$ cat src/rtl/char_pkg.sv
// char_pkg: shared types, default constants and helpers for the character
// controller (char_motion_ctrl and its weapon timer).
//   coord_t  : 12-bit screen coordinate
//   wide_t   : 13-bit intermediate used for clamped position/speed math
//   vstate_t : vertical motion state
//   wstate_t : weapon swing state
package char_pkg;

  localparam int COORD_W = 12;
  typedef logic [COORD_W-1:0] coord_t;
  typedef logic [COORD_W:0]   wide_t;

  typedef enum logic [1:0] {GROUNDED = 2'd0, RISING = 2'd1, FALLING = 2'd2} vstate_t;
  typedef enum logic [1:0] {W_IDLE = 2'd0, W_SWING = 2'd1, W_COOL = 2'd2} wstate_t;

  localparam int DEF_X_MIN         = 0;
  localparam int DEF_X_MAX         = 960;
  localparam int DEF_X_START       = 100;
  localparam int DEF_Y_FLOOR       = 400;
  localparam int DEF_MOVE_STEP     = 4;
  localparam int DEF_JUMP_V0       = 16;
  localparam int DEF_GRAVITY       = 1;
  localparam int DEF_VY_MAX        = 16;
  localparam int DEF_HP_W          = 4;
  localparam int DEF_HP_MAX        = 10;
  localparam int DEF_INVULN_FRAMES = 60;
  localparam int DEF_WPN_FRAMES    = 15;
  localparam int DEF_WPN_COOL      = 10;

  // Counter width able to hold 0..max_val, never narrower than one bit.
  function automatic int cnt_bits(input int max_val);
    return (max_val < 1) ? 1 : $clog2(max_val + 1);
  endfunction

  // a - b, floored at zero.
  function automatic wide_t sub_sat0(input wide_t a, input wide_t b);
    return (a > b) ? (a - b) : '0;
  endfunction

endpackage

$ cat src/rtl/char_wpn_timer.sv
// char_wpn_timer: weapon swing FSM with swing and cooldown counters.
//   clk, rst      : clock, asynchronous active-low reset
//   frame_tick    : one-cycle frame strobe; state only moves on it
//   mouse_left    : attack button level, sampled at tick
//   dead          : forces W_IDLE at tick
//   draw_weapon   : registered, high while swinging
module char_wpn_timer
  import char_pkg::*;
#(
  parameter int WPN_FRAMES = DEF_WPN_FRAMES,
  parameter int WPN_COOL   = DEF_WPN_COOL
) (
  input  logic clk,
  input  logic rst,
  input  logic frame_tick,
  input  logic mouse_left,
  input  logic dead,
  output logic draw_weapon
);

  localparam int CNT_TOP = (WPN_FRAMES > WPN_COOL) ? WPN_FRAMES : WPN_COOL;
  localparam int CNT_W   = cnt_bits(CNT_TOP);
  // The tick spent back in W_IDLE is part of the cooldown, so a held button
  // yields exactly WPN_FRAMES ticks on and WPN_COOL ticks off.
  localparam int COOL_LOAD = (WPN_COOL > 0) ? WPN_COOL - 1 : 0;

  wstate_t          state_q, state_d;
  logic [CNT_W-1:0] cnt_q, cnt_d, cnt_dec;
  logic             draw_weapon_q, draw_weapon_d;

  always_comb begin
    state_d = state_q;
    cnt_d   = cnt_q;
    cnt_dec = (cnt_q != '0) ? (cnt_q - CNT_W'(1)) : '0;
    if (frame_tick) begin
      if (dead) begin
        state_d = W_IDLE;
        cnt_d   = '0;
      end else begin
        case (state_q)
          W_IDLE: begin
            if (mouse_left) begin
              state_d = W_SWING;
              cnt_d   = CNT_W'(WPN_FRAMES);
            end
          end
          W_SWING: begin
            cnt_d = cnt_dec;
            if (cnt_dec == '0) begin
              state_d = W_COOL;
              cnt_d   = CNT_W'(COOL_LOAD);
            end
          end
          W_COOL: begin
            cnt_d = cnt_dec;
            if (cnt_dec == '0) state_d = W_IDLE;
          end
          default: begin
            state_d = W_IDLE;
            cnt_d   = '0;
          end
        endcase
      end
    end
    draw_weapon_d = (state_d == W_SWING);
  end

  always_ff @(posedge clk or negedge rst) begin
    if (!rst) begin
      state_q       <= W_IDLE;
      cnt_q         <= '0;
      draw_weapon_q <= 1'b0;
    end else begin
      state_q       <= state_d;
      cnt_q         <= cnt_d;
      draw_weapon_q <= draw_weapon_d;
    end
  end

  assign draw_weapon = draw_weapon_q;

endmodule

$ cat src/rtl/char_motion_ctrl.sv
// char_motion_ctrl: per-frame character controller. Walking with clamps,
// jump/gravity FSM, weapon swing (char_wpn_timer), hit points with an
// invulnerability window and a sticky death flag.
//   clk, rst                 : clock, asynchronous active-low reset
//   frame_tick               : one-cycle pulse per frame; all state moves on it
//   stepleft/right/jump      : movement levels, sampled at tick
//   mouse_left               : attack level, sampled at tick
//   on_ground                : collision level, sampled at tick
//   hit, dmg_amt             : damage pulse (any cycle) and amount
//   pos_x, pos_y             : registered position
//   flip_h                   : 1 = facing left
//   draw_weapon              : swing active
//   char_hp, dead            : hit points, sticky death flag
module char_motion_ctrl
  import char_pkg::*;
#(
  parameter int X_MIN         = DEF_X_MIN,
  parameter int X_MAX         = DEF_X_MAX,
  parameter int X_START       = DEF_X_START,
  parameter int Y_FLOOR       = DEF_Y_FLOOR,
  parameter int MOVE_STEP     = DEF_MOVE_STEP,
  parameter int JUMP_V0       = DEF_JUMP_V0,
  parameter int GRAVITY       = DEF_GRAVITY,
  parameter int VY_MAX        = DEF_VY_MAX,
  parameter int HP_W          = DEF_HP_W,
  parameter int HP_MAX        = DEF_HP_MAX,
  parameter int INVULN_FRAMES = DEF_INVULN_FRAMES,
  parameter int WPN_FRAMES    = DEF_WPN_FRAMES,
  parameter int WPN_COOL      = DEF_WPN_COOL
) (
  input  logic            clk,
  input  logic            rst,
  input  logic            frame_tick,
  input  logic            stepleft,
  input  logic            stepright,
  input  logic            stepjump,
  input  logic            mouse_left,
  input  logic            on_ground,
  input  logic            hit,
  input  logic [HP_W-1:0] dmg_amt,
  output logic [11:0]     pos_x,
  output logic [11:0]     pos_y,
  output logic            flip_h,
  output logic            draw_weapon,
  output logic [HP_W-1:0] char_hp,
  output logic            dead
);

  localparam int VY_TOP = (JUMP_V0 > VY_MAX) ? JUMP_V0 : VY_MAX;
  localparam int VY_W   = cnt_bits(VY_TOP);
  localparam int INV_W  = cnt_bits(INVULN_FRAMES);

  coord_t            pos_x_q, pos_x_d, pos_y_q, pos_y_d;
  logic              flip_q, flip_d;
  vstate_t           vst_q, vst_d;
  logic [VY_W-1:0]   vy_q, vy_d;
  logic [HP_W-1:0]   hp_q, hp_d;
  logic              dead_q, dead_d;
  logic [INV_W-1:0]  invuln_q, invuln_d;
  logic              pend_q, pend_d;
  logic [HP_W-1:0]   pend_amt_q, pend_amt_d;

  // 13-bit candidates for every clamped move, computed unconditionally.
  wide_t x_w, y_w, x_left, x_right, rise_vy, y_up, vy_up, vy_fall, y_down;

  always_comb begin
    x_w     = wide_t'(pos_x_q);
    y_w     = wide_t'(pos_y_q);
    x_left  = sub_sat0(x_w, wide_t'(MOVE_STEP));
    if (x_left < wide_t'(X_MIN)) x_left = wide_t'(X_MIN);
    x_right = x_w + wide_t'(MOVE_STEP);
    if (x_right > wide_t'(X_MAX)) x_right = wide_t'(X_MAX);
    // The jump tick already performs the first rising step at JUMP_V0.
    rise_vy = (vst_q == GROUNDED) ? wide_t'(JUMP_V0) : wide_t'(vy_q);
    y_up    = sub_sat0(y_w, rise_vy);
    vy_up   = sub_sat0(rise_vy, wide_t'(GRAVITY));
    vy_fall = wide_t'(vy_q) + wide_t'(GRAVITY);
    if (vy_fall > wide_t'(VY_MAX)) vy_fall = wide_t'(VY_MAX);
    y_down  = y_w + vy_fall;
  end

  // Horizontal movement and facing.
  always_comb begin
    pos_x_d = pos_x_q;
    flip_d  = flip_q;
    if (frame_tick && !dead_q) begin
      if (stepleft && !stepright) begin
        pos_x_d = coord_t'(x_left);
        flip_d  = 1'b1;
      end else if (stepright && !stepleft) begin
        pos_x_d = coord_t'(x_right);
        flip_d  = 1'b0;
      end
    end
  end

  // Vertical FSM.
  logic do_rise;
  always_comb begin
    vst_d   = vst_q;
    vy_d    = vy_q;
    pos_y_d = pos_y_q;
    do_rise = 1'b0;
    if (frame_tick && !dead_q) begin
      case (vst_q)
        GROUNDED: begin
          if (stepjump) begin
            do_rise = 1'b1;
          end else if (!on_ground && (y_w < wide_t'(Y_FLOOR))) begin
            vst_d = FALLING;
            vy_d  = '0;
          end
        end
        RISING: do_rise = 1'b1;
        FALLING: begin
          if (on_ground) begin
            vst_d = GROUNDED;
            vy_d  = '0;
          end else if (y_down >= wide_t'(Y_FLOOR)) begin
            pos_y_d = coord_t'(Y_FLOOR);
            vst_d   = GROUNDED;
            vy_d    = '0;
          end else begin
            pos_y_d = coord_t'(y_down);
            vy_d    = VY_W'(vy_fall);
          end
        end
        default: begin
          vst_d = GROUNDED;
          vy_d  = '0;
        end
      endcase
      if (do_rise) begin
        pos_y_d = coord_t'(y_up);
        if ((vy_up == '0) || (y_up == '0)) begin
          vst_d = FALLING;
          vy_d  = '0;
        end else begin
          vst_d = RISING;
          vy_d  = VY_W'(vy_up);
        end
      end
    end
  end

  // Damage: first hit since the last tick is held until the tick; a hit
  // arriving in the tick cycle itself counts when nothing is pending.
  logic            dmg_vld;
  logic [HP_W-1:0] dmg_eff;
  always_comb begin
    dmg_vld    = pend_q | hit;
    dmg_eff    = pend_q ? pend_amt_q : dmg_amt;
    pend_d     = pend_q;
    pend_amt_d = pend_amt_q;
    hp_d       = hp_q;
    invuln_d   = invuln_q;
    if (frame_tick) begin
      pend_d   = 1'b0;
      invuln_d = (invuln_q != '0) ? (invuln_q - INV_W'(1)) : '0;
      if (!dead_q && dmg_vld && (invuln_q == '0)) begin
        hp_d     = (hp_q > dmg_eff) ? (hp_q - dmg_eff) : '0;
        invuln_d = INV_W'(INVULN_FRAMES);
      end
    end else if (hit && !pend_q) begin
      pend_d     = 1'b1;
      pend_amt_d = dmg_amt;
    end
    dead_d = dead_q | (hp_d == '0);
  end

  always_ff @(posedge clk or negedge rst) begin
    if (!rst) begin
      pos_x_q    <= coord_t'(X_START);
      pos_y_q    <= coord_t'(Y_FLOOR);
      flip_q     <= 1'b0;
      vst_q      <= GROUNDED;
      vy_q       <= '0;
      hp_q       <= HP_W'(HP_MAX);
      dead_q     <= 1'b0;
      invuln_q   <= '0;
      pend_q     <= 1'b0;
      pend_amt_q <= '0;
    end else begin
      pos_x_q    <= pos_x_d;
      pos_y_q    <= pos_y_d;
      flip_q     <= flip_d;
      vst_q      <= vst_d;
      vy_q       <= vy_d;
      hp_q       <= hp_d;
      dead_q     <= dead_d;
      invuln_q   <= invuln_d;
      pend_q     <= pend_d;
      pend_amt_q <= pend_amt_d;
    end
  end

  // dead_d lets the killing tick itself drop the weapon.
  char_wpn_timer #(
    .WPN_FRAMES (WPN_FRAMES),
    .WPN_COOL   (WPN_COOL)
  ) u_wpn (
    .clk         (clk),
    .rst         (rst),
    .frame_tick  (frame_tick),
    .mouse_left  (mouse_left),
    .dead        (dead_d),
    .draw_weapon (draw_weapon)
  );

  assign pos_x   = pos_x_q;
  assign pos_y   = pos_y_q;
  assign flip_h  = flip_q;
  assign char_hp = hp_q;
  assign dead    = dead_q;

endmodule

$ cat config.mk
export PLATFORM = sky130hd
export DESIGN_NAME = char_motion_ctrl
export DESIGN_NICKNAME = d
export VERILOG_FILES = /design/src/rtl/char_pkg.sv /design/src/rtl/char_wpn_timer.sv /design/src/rtl/char_motion_ctrl.sv
export SDC_FILE = /design/constraint.sdc
export NUM_CORES = 1
export LEC_CHECK = 0
export BUFFER_PORTS_ARGS = -buffer_cell sky130_fd_sc_hd__buf_4
export CAP_MARGIN = 40
export CORE_ASPECT_RATIO = 1.4
export CORE_MARGIN = 10
export CORE_UTILIZATION = 35
export DETAILED_ROUTE_END_ITERATION = 10
export MAX_ROUTING_LAYER = met4
export RECOVER_POWER = 50
export SLEW_MARGIN = 40
export SYNTH_ARGS = -nofsm -noshare
export SYNTH_HDL_FRONTEND = slang
export SYNTH_SLANG_ARGS = --single-unit
$ cat constraint.sdc
create_clock -name clk -period 4 [get_ports clk]
set_clock_uncertainty 0.15 [all_clocks]
set_input_delay 0.8 -clock clk [delete_from_list [all_inputs] [get_ports clk]]
set_output_delay 0.8 -clock clk [all_outputs]
set_load 0.1 [all_outputs]
======== Yosys cells after proc, flatten, opt, wreduce, memory -nomap -nowiden ========
Index checks and enable logic that the tools add are counted.
operators by class
  add/subtract/negate cells ............... 9
  equality and inequality tests ........... 11
  order comparisons ....................... 9
  bitwise gates (word level) .............. 3
  muxes and demuxes ....................... 51
  reduce and logical (&&, ||, !) cells .... 31
operators by type and width
  operator               count
  $mux 12                8
  $mux 13                3
  $mux 5                 7
  $mux 4                 8
  $logic_not 13->1       2
  $mux 2                 11
  $mux 6                 3
  $pmux 5 s3             1
  $add 12x13->13         1
  $add 12x3->13 const B  1
  $ge 13x9->1 const B    1
  $gt 13x10->1 const B   1
  $lt 13x1->1 const B    1
  $sub 12x3->13 const B  1
  $sub 12x5->13          1
  $gt 12x3->1 const B    1
  $gt 12x5->1            1
  $lt 12x9->1 const B    1
  $pmux 2 s3             2
  $pmux 4 s3             1
  $logic_not 4->1        2
  $logic_and 1x1->1      7
  $add 5x1->6 const B    1
  $eq 2x1->1 const B     3
  other kinds (29)       45
storage, ports and cells
  bits of input ports ..................... 13
  register bits after elaboration ......... 55
  output and inout bits ................... 31

======== Logic depth before layout (Yosys ltp) ========
Gate-level depths: netlist of run 1.
  word-level depth ........................ 10
  mapped depth ............................ 15
  mapped depth without buffers ............ 14

======== Modules after synthesis ========
From an unflattened synthesis of run 1, not the netlist that was laid out.
unflattened totals
  cell total of the unflattened synthesis .. 518
  area total of the unflattened synthesis .. 4406.7 sq um
by module, submodules not included
  module            cells each  sequential area each (sq um)  times used  area an instance (sq um)
  char_motion_ctrl  477         1161.1                        1           3965.1
  char_wpn_timer    41          175.2                         1           441.7

======== Least setup slack after synthesis of run 1 ========
OpenSTA, ideal clock, no wires.
  kind .................................... register -> register
  start point ............................. reg pos_y_q[0], in the netlist pos_y[0]
  end point ............................... reg vy_q[3]
  arrival ................................. 3.509 ns
  stages on the path, launching flop included .. 11
  path buffers ............................ 0
  setup time .............................. 0.137 ns
  period minus slack after synthesis ...... 3.796 ns
  setup slack ............................. 0.204 ns
  cell sequence ........................... dfrtp_1 > inv_1 > ha_1 > inv_1 > fa_1 > or4b_1 > a2111o_1 > a2111oi_2 > o22ai_1 > a32oi_1 > a21oi_1
between the ends
  word-level cells in the longest chain between the ends .. 6
ends and longest elaborated chain
  what                                        line                                              source
  start: declaration                          char_motion_ctrl.sv:53                            coord_t pos_x_q, pos_x_d, pos_y_q, pos_y_d;
  start signal: assignment                    char_motion_ctrl.sv:174                           pos_y_q <= coord_t'(Y_FLOOR);
  start signal: assignment                    char_motion_ctrl.sv:185                           pos_y_q <= pos_y_d;
  $add 12x13->13 (tied with other cells)      char_motion_ctrl.sv:79                            y_down = y_w + vy_fall;
  $ge 13x9->1 or $mux 13 (tied branches)      char_motion_ctrl.sv:119, char_pkg.sv:37
  $mux 5 or $logic_not 13->1 (tied branches)  char_motion_ctrl.sv:119, char_motion_ctrl.sv:135
  $mux 5 or $logic_or 1x1->1 (tied branches)  char_motion_ctrl.sv:116, char_motion_ctrl.sv:135
  $pmux 5 s3 or $mux 5 (tied branches)        char_motion_ctrl.sv:105, char_motion_ctrl.sv:135
  $mux 5                                      char_motion_ctrl.sv:133                           if (do_rise) begin
  end signal: assignment                      char_motion_ctrl.sv:188                           vy_q <= vy_d;
  end: declaration                            char_motion_ctrl.sv:56                            logic [VY_W-1:0] vy_q, vy_d;
Several ways; a longest one is shown, not always the timed one.
A chain may end at the register's enable or synchronous reset.

======== Final worst setup path of run 1 ========
  start point ............................. reg vy_q[1]
  end point ............................... reg vst_q[1]
between the ends
  word-level cells in the longest chain between the ends .. 7
ends and longest elaborated chain
  what                                                         line                                              source
  $add 5x1->6 or $mux 5 (tied branches)                        char_motion_ctrl.sv:77, char_motion_ctrl.sv:74
  $gt 6x5->1 (tied with other cells)                           char_motion_ctrl.sv:78                            if (vy_fall > wide_t'(VY_MAX)) vy_fall = wide_t'(VY_MAX);
  $mux 6 or $mux 13 (tied branches)                            char_motion_ctrl.sv:78, char_pkg.sv:37
  $add 12x13->13 or $logic_not 13->1 (tied branches)           char_motion_ctrl.sv:79, char_motion_ctrl.sv:135
  $ge 13x9->1 or $logic_or 1x1->1 (tied branches)              char_motion_ctrl.sv:119, char_motion_ctrl.sv:135
  $ne 4x4->1 (no source line) or $mux 2 (tied branches)        --
  $reduce_and 5->1 (no source line) or $mux 2 (tied branches)  --
  end signal: assignment                                       char_motion_ctrl.sv:187                           vst_q <= vst_d;
  end: declaration                                             char_motion_ctrl.sv:55                            vstate_t vst_q, vst_d;
Several ways; a longest one is shown, not always the timed one.

==> results of run 1 <==
cell families (layout without fill, tap and decap cells):
| family | count (synthesis) | in the layout |
|---|---|---|
| compound gates | 188 | 188 |
| xor+xnor | 14 | 14 |
| fa+ha+maj | 28 | 28 |
| buf+inv | 64 | 84 |
| flops | 53 | 53 |
| mux | 11 | 11 |
| other cells | 1 | 3 |
| simple gates | 215 | 215 |
how the worst max path moves through the flow:
stage	cells past startpoint	endpoint	startpoint	slack, ns
after CTS	13	vst_q[1]$_DFFE_PN0P_	vy_q[0]$_DFFE_PN0P_	0.10
after global routing	13	vst_q[1]$_DFFE_PN0P_	vy_q[1]$_DFFE_PN0P_	0.01
after global placement	13	vst_q[1]$_DFFE_PN0P_	vy_q[0]$_DFFE_PN0P_	0.21
after detailed placement	13	vst_q[1]$_DFFE_PN0P_	vy_q[0]$_DFFE_PN0P_	0.12
final	13	vst_q[1]$_DFFE_PN0P_	vy_q[1]$_DFFE_PN0P_	0.29
after floorplan	10	vy_q[3]$_DFFE_PN0P_	pos_y[0]$_DFFE_PN0P_	0.20
per-stage QoR:
stage                     cell area (µm²)  utilization (%)  power [mW]  hold WS [ns]
after detailed placement             5030             39.1        1.06         0.328
after global placement               5030             39.1        1.05         0.320
final                                5170             40.1        1.50         0.332
after floorplan                      4620                -       0.960         0.308
after CTS                            5170             40.2        1.52         0.344
after global routing                 5170             40.1        1.59         0.377
flip-flops by register name, summed over array words and instances, names as in the netlist:
signal,cells
u_wpn.cnt_q,4
u_wpn.draw_weapon,1
pend_q,1
pend_amt_q,4
invuln_q,6
pos_y,12
char_hp,4
pos_x,10
vy_q,5
dead,1
flip_h,1
u_wpn.state_q,2
vst_q,2
timing repair:
| item | CTS | global route |
|---|---|---|
| endpoints found under the setup margin | 0 | 13 |
| resized for setup | 0 | 4 |
| buffers inserted | 0 | 0 |
layout make-up:
cell class	count	area share (%)
well taps	153	3.71
repair buffers	51	6.93
flip-flops and latches	53	25.9
clock buffers	6	2.49
inverters	25	1.82
clock inverters	2	0.266
multi-input cells	459	58.9
layer usage:
layer | routed length [µm] | global-route usage (%) | vias to the layer above
met4 | 315 | 6.38 | 0
li1 | - | - | 2170
met2 | 6560 | 24.6 | 101
met5 | 0 | - | -
met3 | 476 | 1.92 | 25
met1 | 5560 | 15.8 | 2155
critical path, delay by kind of cell, from the launching register on:
kind | cells | cell delay, ns
and+or+nand+nor | 6 | 1.25
adders and majority gates | 3 | 0.89
AOI/OAI and AO/OA | 4 | 0.88
DFF | 1 | 0.44
cell usage in the layout, fill, tap and decap left out, drive strengths merged, types with 20 or more instances in the layout:
cell	instances
inv	26
a21oi	35
nand3	20
o21ai	49
nor3	24
ha	25
buf	43
dfrtp	45
nand2	48
nor2	50
power by group:
part	internal [mW]	total [mW]	leakage [nW]	switching, mW
clock	0.234	0.445	0.0712	0.210
sequential	0.586	0.652	0.667	0.0652
combinational	0.151	0.403	1.43	0.252
total	0.972	1.50	2.17	0.528
==> flow_metrics.env, run 1 <==
export IMPL_fmax_mhz=269
export IMPL_netlist_area_um2=4620
export IMPL_crit_path_max_fanout=12
export IMPL_grt_antenna_before_repair=0
export IMPL_yosys_area_share_adder_pct=8.08
export IMPL_cp_slowest_stage_delay_ns=0.44
export IMPL_cts_tree="yes"
export IMPL_yosys_cell_count_top_type="nor2_1"
export IMPL_vias_per_cell=5.94
export IMPL_max_slew_margin_pct=6.86
export IMPL_worstHoldPathType="reg2reg"
export IMPL_initial_core_util_pct=35.9
export IMPL_worst_slack_ns=0.288
export IMPL_end_kind="flip-flop"
export IMPL_area_growth_pct=11.9
export IMPL_clk_pin_slew_ns=0.07
export IMPL_grt_pass1_wl_um=20600
export IMPL_die_width_um=117
export IMPL_yosysWarnings=0
export IMPL_fp_coreArea_um2=12900
export IMPL_grt_max_degree=54
export IMPL_finalWirelength_um=12900
export IMPL_diodes=0
export IMPL_cts_root_buf="clkbuf_16"
export IMPL_grt_overflow_total=0
export IMPL_synth_distinct_cells=80
export IMPL_rows=49
export IMPL_path_cells="ha_1, nand4_1, o21ai_1, nor2_1, ha_1, fa_1, nand3_1, a21oi_1, or2_2, a32o_1, and4bb_4, nand2_1, a311oi_1"
export IMPL_first_pass_iters=5
export IMPL_fin_crit_sh_pct=92.8
export IMPL_tightestPinTransition_ns=1.40
export IMPL_synth_top_family_by_area="compound AO/OA/AOI/OAI gates"
export IMPL_multi_input_area_um2=3040
export IMPL_synth_async_reset_ratio_pct=100
export IMPL_yosys_most_used_dff="dfrtp_1"
export IMPL_fin_cells=749
export IMPL_drc_errors=0
export IMPL_crit_top_cell="ha_1"
export IMPL_netlist_instances=574
export IMPL_place_ws_ns=0.123
export IMPL_synth_top_cells_by_count="nor2_1 (50), nand2_1 (48), o21ai_0 (47)"
export IMPL_hpwl_um=9790
export IMPL_setup_worst_path_class="reg2reg"
export IMPL_hold_buffers=0
export IMPL_die_area_um2=18300
export IMPL_place_inst=741
export IMPL_insertion_delay_ns=0.30
export IMPL_synth_top_cell_area_share_pct=24.4
export IMPL_wl_per_cell_um=17.2
export IMPL_finalSetupViolations=0
export IMPL_clockBufferDepth=2
export IMPL_tns_ns=0
export IMPL_top_level_ports=44
export IMPL_hold_violations=0
export IMPL_arrival_ns=3.76
export IMPL_clock_sinks=53
export IMPL_synth_area_mux_share_pct=2.55
export IMPL_grt_pass1_vias=4272
export IMPL_fin_nets=636
export IMPL_ant_nets=0
export IMPL_synth_area_leaders="dfrtp_1 (24%), ha_1 (6.8%), o21ai_0 (5.1%)"
export IMPL_ys_seq_area_share_pct=28.9
export IMPL_fin_crit_ns=3.71
export IMPL_numPortBuffers=41
export IMPL_power_leakage_nw=2.17
export IMPL_vdd_drop_max_v=0.000151
export IMPL_track_usage_pct=14.2
export IMPL_power_density_nw_per_um2=290
export IMPL_holdCritStartpoint="flip_h$_DFFE_PN0P_"
export IMPL_drv_cap=0
export IMPL_status="completed"
export IMPL_slew_violations=0
export IMPL_synth_seq_cells=53
export IMPL_drive_gt1_share_pct=14.9
export IMPL_cts_buffers_inserted=5
export IMPL_hold_depth=2
export IMPL_rr_endpoint="vst_q[1]$_DFFE_PN0P_"
export IMPL_die_y_um=156
export IMPL_timing_rr_start="vy_q[1]$_DFFE_PN0P_"
export IMPL_critPathLaunchType="flip-flop"
export IMPL_r2r_cells=13
export IMPL_ff2ff_setup_slack_ns=0.29
export IMPL_gp_congestion=0.955
export IMPL_hold_path_endpoint="flip_h$_DFFE_PN0P_"
export IMPL_yosys_area_share_simple_pct=24.1
export IMPL_required_ns=4.05
export IMPL_rsz0062_at_grt="false"
export IMPL_htreeDepth=2
export IMPL_regArea_um2=1340
export IMPL_detail_route_iter0_violations=263
export IMPL_yosysTopAreaCell="dfrtp_1"
export IMPL_synth_compound_area_share_pct=27.9
export IMPL_num_fill_cells=1325
export IMPL_synth_xor_area_share_pct=2.66
export IMPL_cp_slowest_cell="dfrtp_1"
export IMPL_via_count=4451
export IMPL_synth_edf_count=0
export IMPL_syn_area_per_cell_um2=8.04
Power figures use the tool's default switching activity.
==> run 2, diff against run 1 <==
--- a/config.mk
+++ b/config.mk
@@ -10,6 +10,7 @@
 export CORE_ASPECT_RATIO = 1.4
 export CORE_MARGIN = 10
 export CORE_UTILIZATION = 35
+export CTS_BUF_LIST = sky130_fd_sc_hd__clkbuf_4 sky130_fd_sc_hd__clkbuf_8 sky130_fd_sc_hd__clkbuf_16
 export DETAILED_ROUTE_END_ITERATION = 10
 export MAX_ROUTING_LAYER = met4
 export RECOVER_POWER = 50
==> run 2 against run 1 <==
Compared with the run above:
- first-iteration DRC count is 3.8% lower
- count of clock-buffer cells in the layout stayed put
- routed wire length hardly changed
- critical endpoint unchanged
- sequential cell count stayed put
- largest cell class unchanged
- sequential share of layout area hardly changed
- clock power is 1% higher
- cell area hardly changed
- power is 0.39% higher
- largest power group unchanged
- worst hold slack better by 0.00051 ns
==> flow_metrics.env, run 2 (synthesis gave the netlist of run 1 again) <==
export IMPL_status="completed"
export IMPL_vias_per_cell=5.92
export IMPL_power_leakage_nw=2.17
export IMPL_post_cts_setup_buffers=0
export IMPL_dr_wl_met3_um=476
export IMPL_power_frac_comb_pct=26.7
export IMPL_wl_met2_um=6550
export IMPL_rows=49
export IMPL_finalWirelength_um=12900
export IMPL_power_density_nw_per_um2=291
export IMPL_largest_reg_flops=12
export IMPL_ant_nets=0
export IMPL_dr_max_layer_used="met4"
export IMPL_first_pass_iters=5
export IMPL_top_level_ports=44
export IMPL_clock_sinks=53
export IMPL_crit_path_max_fanout=12
export IMPL_grt_pass1_vias=4272
export IMPL_drive_gt1_share_pct=15.1
export IMPL_fin_crit_sh_pct=92.8
export IMPL_max_slew_margin_pct=6.96
export IMPL_grt_pass1_wl_um=20600
export IMPL_clk_pin_slew_ns=0.07
export IMPL_fin_crit_ns=3.71
export IMPL_initial_core_util_pct=35.9
export IMPL_cts_tree="yes"
export IMPL_clockBufferDepth=2
export IMPL_layout_common_cells="nor2_1 (50), nand2_1 (48), o21ai_0 (45)"
export IMPL_required_ns=4.05
export IMPL_via_count=4435
export IMPL_switching_power_uw=527
export IMPL_area_growth_pct=12.0
export IMPL_numPortBuffers=41
export IMPL_drc_errors=0
export IMPL_detail_route_iter0_violations=253
export IMPL_diodes=0
export IMPL_ff2ff_setup_slack_ns=0.29
export IMPL_fmax_mhz=269
export IMPL_seqPwrFrac_pct=43.3
export IMPL_p_int_uw=978
export IMPL_tightestPinTransition_ns=1.40
export IMPL_rsz0062_at_grt="false"
export IMPL_grt_antenna_before_repair=0
export IMPL_place_area_um2=5030
export IMPL_track_usage_pct=14.2
export IMPL_wl_per_cell_um=17.2
export IMPL_die_width_um=117
export IMPL_insertion_delay_ns=0.30
export IMPL_hold_buffers=0
export IMPL_setup_worst_path_class="reg2reg"
export IMPL_critPathLaunchType="flip-flop"
export IMPL_fin_nets=636
export IMPL_end_kind="flip-flop"
export IMPL_finalSetupViolations=0
export IMPL_htreeDepth=2
export IMPL_grt_max_degree=54
export IMPL_switching_share_pct=35.0
export IMPL_cts_repair_resized=0
export IMPL_drv_cap=0
export IMPL_fp_coreArea_um2=12900
export IMPL_grt_overflow_total=0
export IMPL_cts_root_buf="clkbuf_16"
export IMPL_pwr_share_clk_pct=30.0
export IMPL_layout_commonest_cell="nor2_1"
export IMPL_hold_ws_ns=0.332
export IMPL_gp_congestion=0.955
export IMPL_m1WireLength_um=5550
export IMPL_vdd_drop_max_v=0.000151
export IMPL_hpwl_um=9790
export IMPL_stdcell_area_um2=5170
export IMPL_worstHoldPathType="reg2reg"
export IMPL_hold_violations=0
export IMPL_die_y_um=156
export IMPL_tns_ns=0
export IMPL_cts_buffers_inserted=5
export IMPL_arrival_ns=3.76
export IMPL_slew_violations=0
export IMPL_die_area_um2=18300
==> run 2: cell counts in the layout (fill, tap and decap cells not counted) <==
No cell type changed its count.
==> run 2: layout make-up <==
class,instances,area [µm²]
flip-flops and latches,53,1340
repair buffers,51,358
clock inverters,2,13.8
fillers,1327,7700
multi-input cells,459,3040
well taps,153,191
clock buffers,6,133
inverters,25,93.8
==> run 2: per-layer routing <==
metal,up-vias,global-route usage (%)
met5,-,-
met4,0,6.38
met3,26,1.92
met2,97,24.6
met1,2143,15.8
li1,2169,-
==> run 2: critical path: stages, from the launching register on <==
cell and delay, ns:
dfrtp_1 0.44, ha_1 0.25, nand4_1 0.15, o21ai_1 0.23, nor2_1 0.10, ha_1 0.23, fa_1 0.41, nand3_1 0.13
a21oi_1 0.13, or2_2 0.34, a32o_1 0.25, and4bb_4 0.44, nand2_1 0.09, a311oi_1 0.27
==> run 2: final timing paths <==
check                                        to           startpoint  cells after the start
max                        vst_q[1]$_DFFE_PN0P_  vy_q[1]$_DFFE_PN0P_                     13
min                          flip_h$_DFFE_PN0P_   flip_h$_DFFE_PN0P_                      2
max reg2reg                vst_q[1]$_DFFE_PN0P_  vy_q[1]$_DFFE_PN0P_                     13
min reg2reg                  flip_h$_DFFE_PN0P_   flip_h$_DFFE_PN0P_                      2
max in group asynchronous   vy_q[0]$_DFFE_PN0P_                  rst                      1
min in group asynchronous   vy_q[1]$_DFFE_PN0P_                  rst                      1
==> run 2: stage by stage <==
| step | instances | utilization, % | worst slack (ns) | total power, mW |
|---|---|---|---|---|
| floorplan | 576 | - | 0.204 | 0.960 |
| global placement | 741 | 39.1 | 0.214 | 1.05 |
| detailed placement | 741 | 39.1 | 0.123 | 1.06 |
| CTS | 749 | 40.2 | 0.103 | 1.53 |
| global route | 749 | 40.2 | 0.0111 | 1.59 |
| finish | 749 | 40.2 | 0.287 | 1.51 |
==> run 2: power groups by stage <==
stage               registers [mW]  logic, mW  clock network [mW]
finish                       0.652      0.403               0.451
CTS                          0.651      0.405               0.469
global route                 0.662      0.447               0.484
detailed placement           0.659      0.405                   0
floorplan                    0.692      0.267                   0
global placement             0.659      0.395                   0
==> run 3, diff against run 2 <==
--- a/config.mk
+++ b/config.mk
@@ -8,7 +8,6 @@
 export BUFFER_PORTS_ARGS = -buffer_cell sky130_fd_sc_hd__buf_4
 export CAP_MARGIN = 40
 export CORE_ASPECT_RATIO = 1.4
-export CORE_MARGIN = 10
 export CORE_UTILIZATION = 35
 export CTS_BUF_LIST = sky130_fd_sc_hd__clkbuf_4 sky130_fd_sc_hd__clkbuf_8 sky130_fd_sc_hd__clkbuf_16
 export DETAILED_ROUTE_END_ITERATION = 10
==> run 3 against run 2 <==
Compared with the run above:
- sequential power about the same
- worst setup slack worse by 0.029 ns
- combinational power down 2%
- final cell count unchanged
- global-route usage up 4.5 points
- register-to-register slack worse by 0.03 ns
- critical endpoint is now vy_q[0]$_DFFE_PN0P_
==> flow_metrics.env, run 3 (synthesis gave the netlist of run 1 again) <==
export IMPL_layout_commonest_cell="nor2_1"
export IMPL_worst_slack_ns=0.258
export IMPL_crit_path_max_fanout=7
export IMPL_fp_coreArea_um2=12900
export IMPL_insertion_delay_ns=0.30
export IMPL_tns_ns=0
export IMPL_required_ns=4.04
export IMPL_critPathLaunchType="flip-flop"
export IMPL_largest_reg_flops=12
export IMPL_power_leakage_nw=2.17
export IMPL_track_usage_pct=18.7
export IMPL_vias_per_cell=5.90
export IMPL_grt_pass1_wl_um=20100
export IMPL_drc_errors=0
export IMPL_arrival_ns=3.78
export IMPL_place_ws_ns=0.0740
export IMPL_rows=49
export IMPL_layout_common_cells="nor2_1 (50), nand2_1 (48), o21ai_0 (45)"
export IMPL_fmax_mhz=267
export IMPL_hold_violations=0
export IMPL_path_cells="o21ai_0, inv_1, ha_1, inv_1, fa_1, or4b_1, nor3_1, nand3_1, a2111oi_2, o22ai_1, a31oi_1, nand3_1"
export IMPL_stdcell_area_um2=5160
export IMPL_drv_cap=0
export IMPL_rsz0062_at_grt="false"
export IMPL_grt_pass1_vias=4169
export IMPL_tightestPinTransition_ns=1.37
export IMPL_grt_antenna_before_repair=0
export IMPL_status="completed"
export IMPL_fin_crit_ns=3.74
export IMPL_area_growth_pct=11.9
export IMPL_setup_worst_path_class="reg2reg"
export IMPL_cts_buffers_inserted=5
export IMPL_grt_overflow_total=0
export IMPL_place_area_um2=5030
export IMPL_top_level_ports=44
export IMPL_post_cts_setup_buffers=0
export IMPL_fin_crit_sh_pct=93.6
export IMPL_diodes=0
export IMPL_slew_violations=0
export IMPL_die_width_um=99.1
export IMPL_cp_slowest_cell="or4b_1"
export IMPL_first_pass_iters=5
export IMPL_wl_per_cell_um=16.3
export IMPL_clock_sinks=53
export IMPL_end_kind="flip-flop"
export IMPL_fin_nets=636
export IMPL_vdd_drop_max_v=0.000207
export IMPL_cts_root_buf="clkbuf_16"
export IMPL_power_density_nw_per_um2=293
export IMPL_clockBufferDepth=2
export IMPL_ant_nets=0
export IMPL_place_inst=741
export IMPL_gp_congestion=0.931
export IMPL_hpwl_um=9180
export IMPL_clk_pin_slew_ns=0.08
export IMPL_die_y_um=138
export IMPL_htreeDepth=2
export IMPL_via_count=4421
export IMPL_num_fill_cells=1309
export IMPL_initial_core_util_pct=35.9
export IMPL_detail_route_iter0_violations=196
export IMPL_cp_slowest_stage_delay_ns=0.56
export IMPL_grt_max_degree=54
export IMPL_max_slew_margin_pct=8.52
export IMPL_finalWirelength_um=12200
export IMPL_worstHoldPathType="reg2reg"
export IMPL_drive_gt1_share_pct=14.8
export IMPL_numPortBuffers=41
export IMPL_fin_cells=749
export IMPL_finalSetupViolations=0
export IMPL_cts_tree="yes"
export IMPL_die_area_um2=13700
export IMPL_hold_ws_ns=0.343
-- run 3: cell count changes in the layout (fill, tap and decap cells not counted), sizes merged --
cell / change
buf: +1
clkbuf: -2
clkinv: -1
inv: +2
-- run 3: metrics by stage --
step / util, % / power [mW]
after CTS: 40.3 / 1.53
after global placement: 39.1 / 1.05
after floorplan: - / 0.960
final: 40.1 / 1.51
after detailed placement: 39.1 / 1.06
after global routing: 40.1 / 1.60
-- run 3: final timing paths --
check / endpoint / cells after the start / slack (ns) / startpoint
max reg2reg: vy_q[0]$_DFFE_PN0P_ / 12 / 0.26 / vst_q[1]$_DFFE_PN0P_
max: vy_q[0]$_DFFE_PN0P_ / 12 / 0.26 / vst_q[1]$_DFFE_PN0P_
min reg2reg: flip_h$_DFFE_PN0P_ / 2 / 0.34 / flip_h$_DFFE_PN0P_
max in group asynchronous: vy_q[0]$_DFFE_PN0P_ / 1 / 2.15 / rst
min in group asynchronous: vy_q[0]$_DFFE_PN0P_ / 1 / 0.66 / rst
min: flip_h$_DFFE_PN0P_ / 2 / 0.34 / flip_h$_DFFE_PN0P_
-- run 3: what timing repair did --
item                                    in CTS  in global routing
endpoints found under the setup margin       0                 12
gates resized for setup                      0                  4
hold buffers                                 0                  0
-- run 3: layout make-up --
class	count	area [µm²]	area share [%]
Sequential cell	53	1340	25.9
Tap cell	153	191	3.71
Timing Repair Buffer	51	358	6.93
Clock buffer	5	125	2.42
Inverter	25	93.8	1.82
Clock inverter	3	28.8	0.557
Multi-Input combinational cell	459	3030	58.7
-- run 3: critical path, delay by kind of cell, from the launching register on --
| kind | cells | cell delay [ns] |
|---|---|---|
| AOI/OAI and AO/OA | 4 | 1.27 |
| DFF | 1 | 0.40 |
| buffers and inverters | 2 | 0.20 |
| and+or+nand+nor | 4 | 0.95 |
| adders and majority gates | 2 | 0.67 |
-- run 3: where the power goes --
group	leakage (nW)	switching (mW)	internal, mW
Combinational	1.42	0.249	0.145
Sequential	0.667	0.0639	0.586
Clock	0.0767	0.224	0.242
-- run 3: metal layers --
metal  part of all wire (%)  vias up  track usage [%]  wire [µm]
met4                    2.0        0             5.80        240
li1                       -     2171                -          -
met2                     51      110             33.3       6270
met1                     43     2120             22.5       5290
met5                      0        -                -          0
met3                    3.5       20             1.71        431
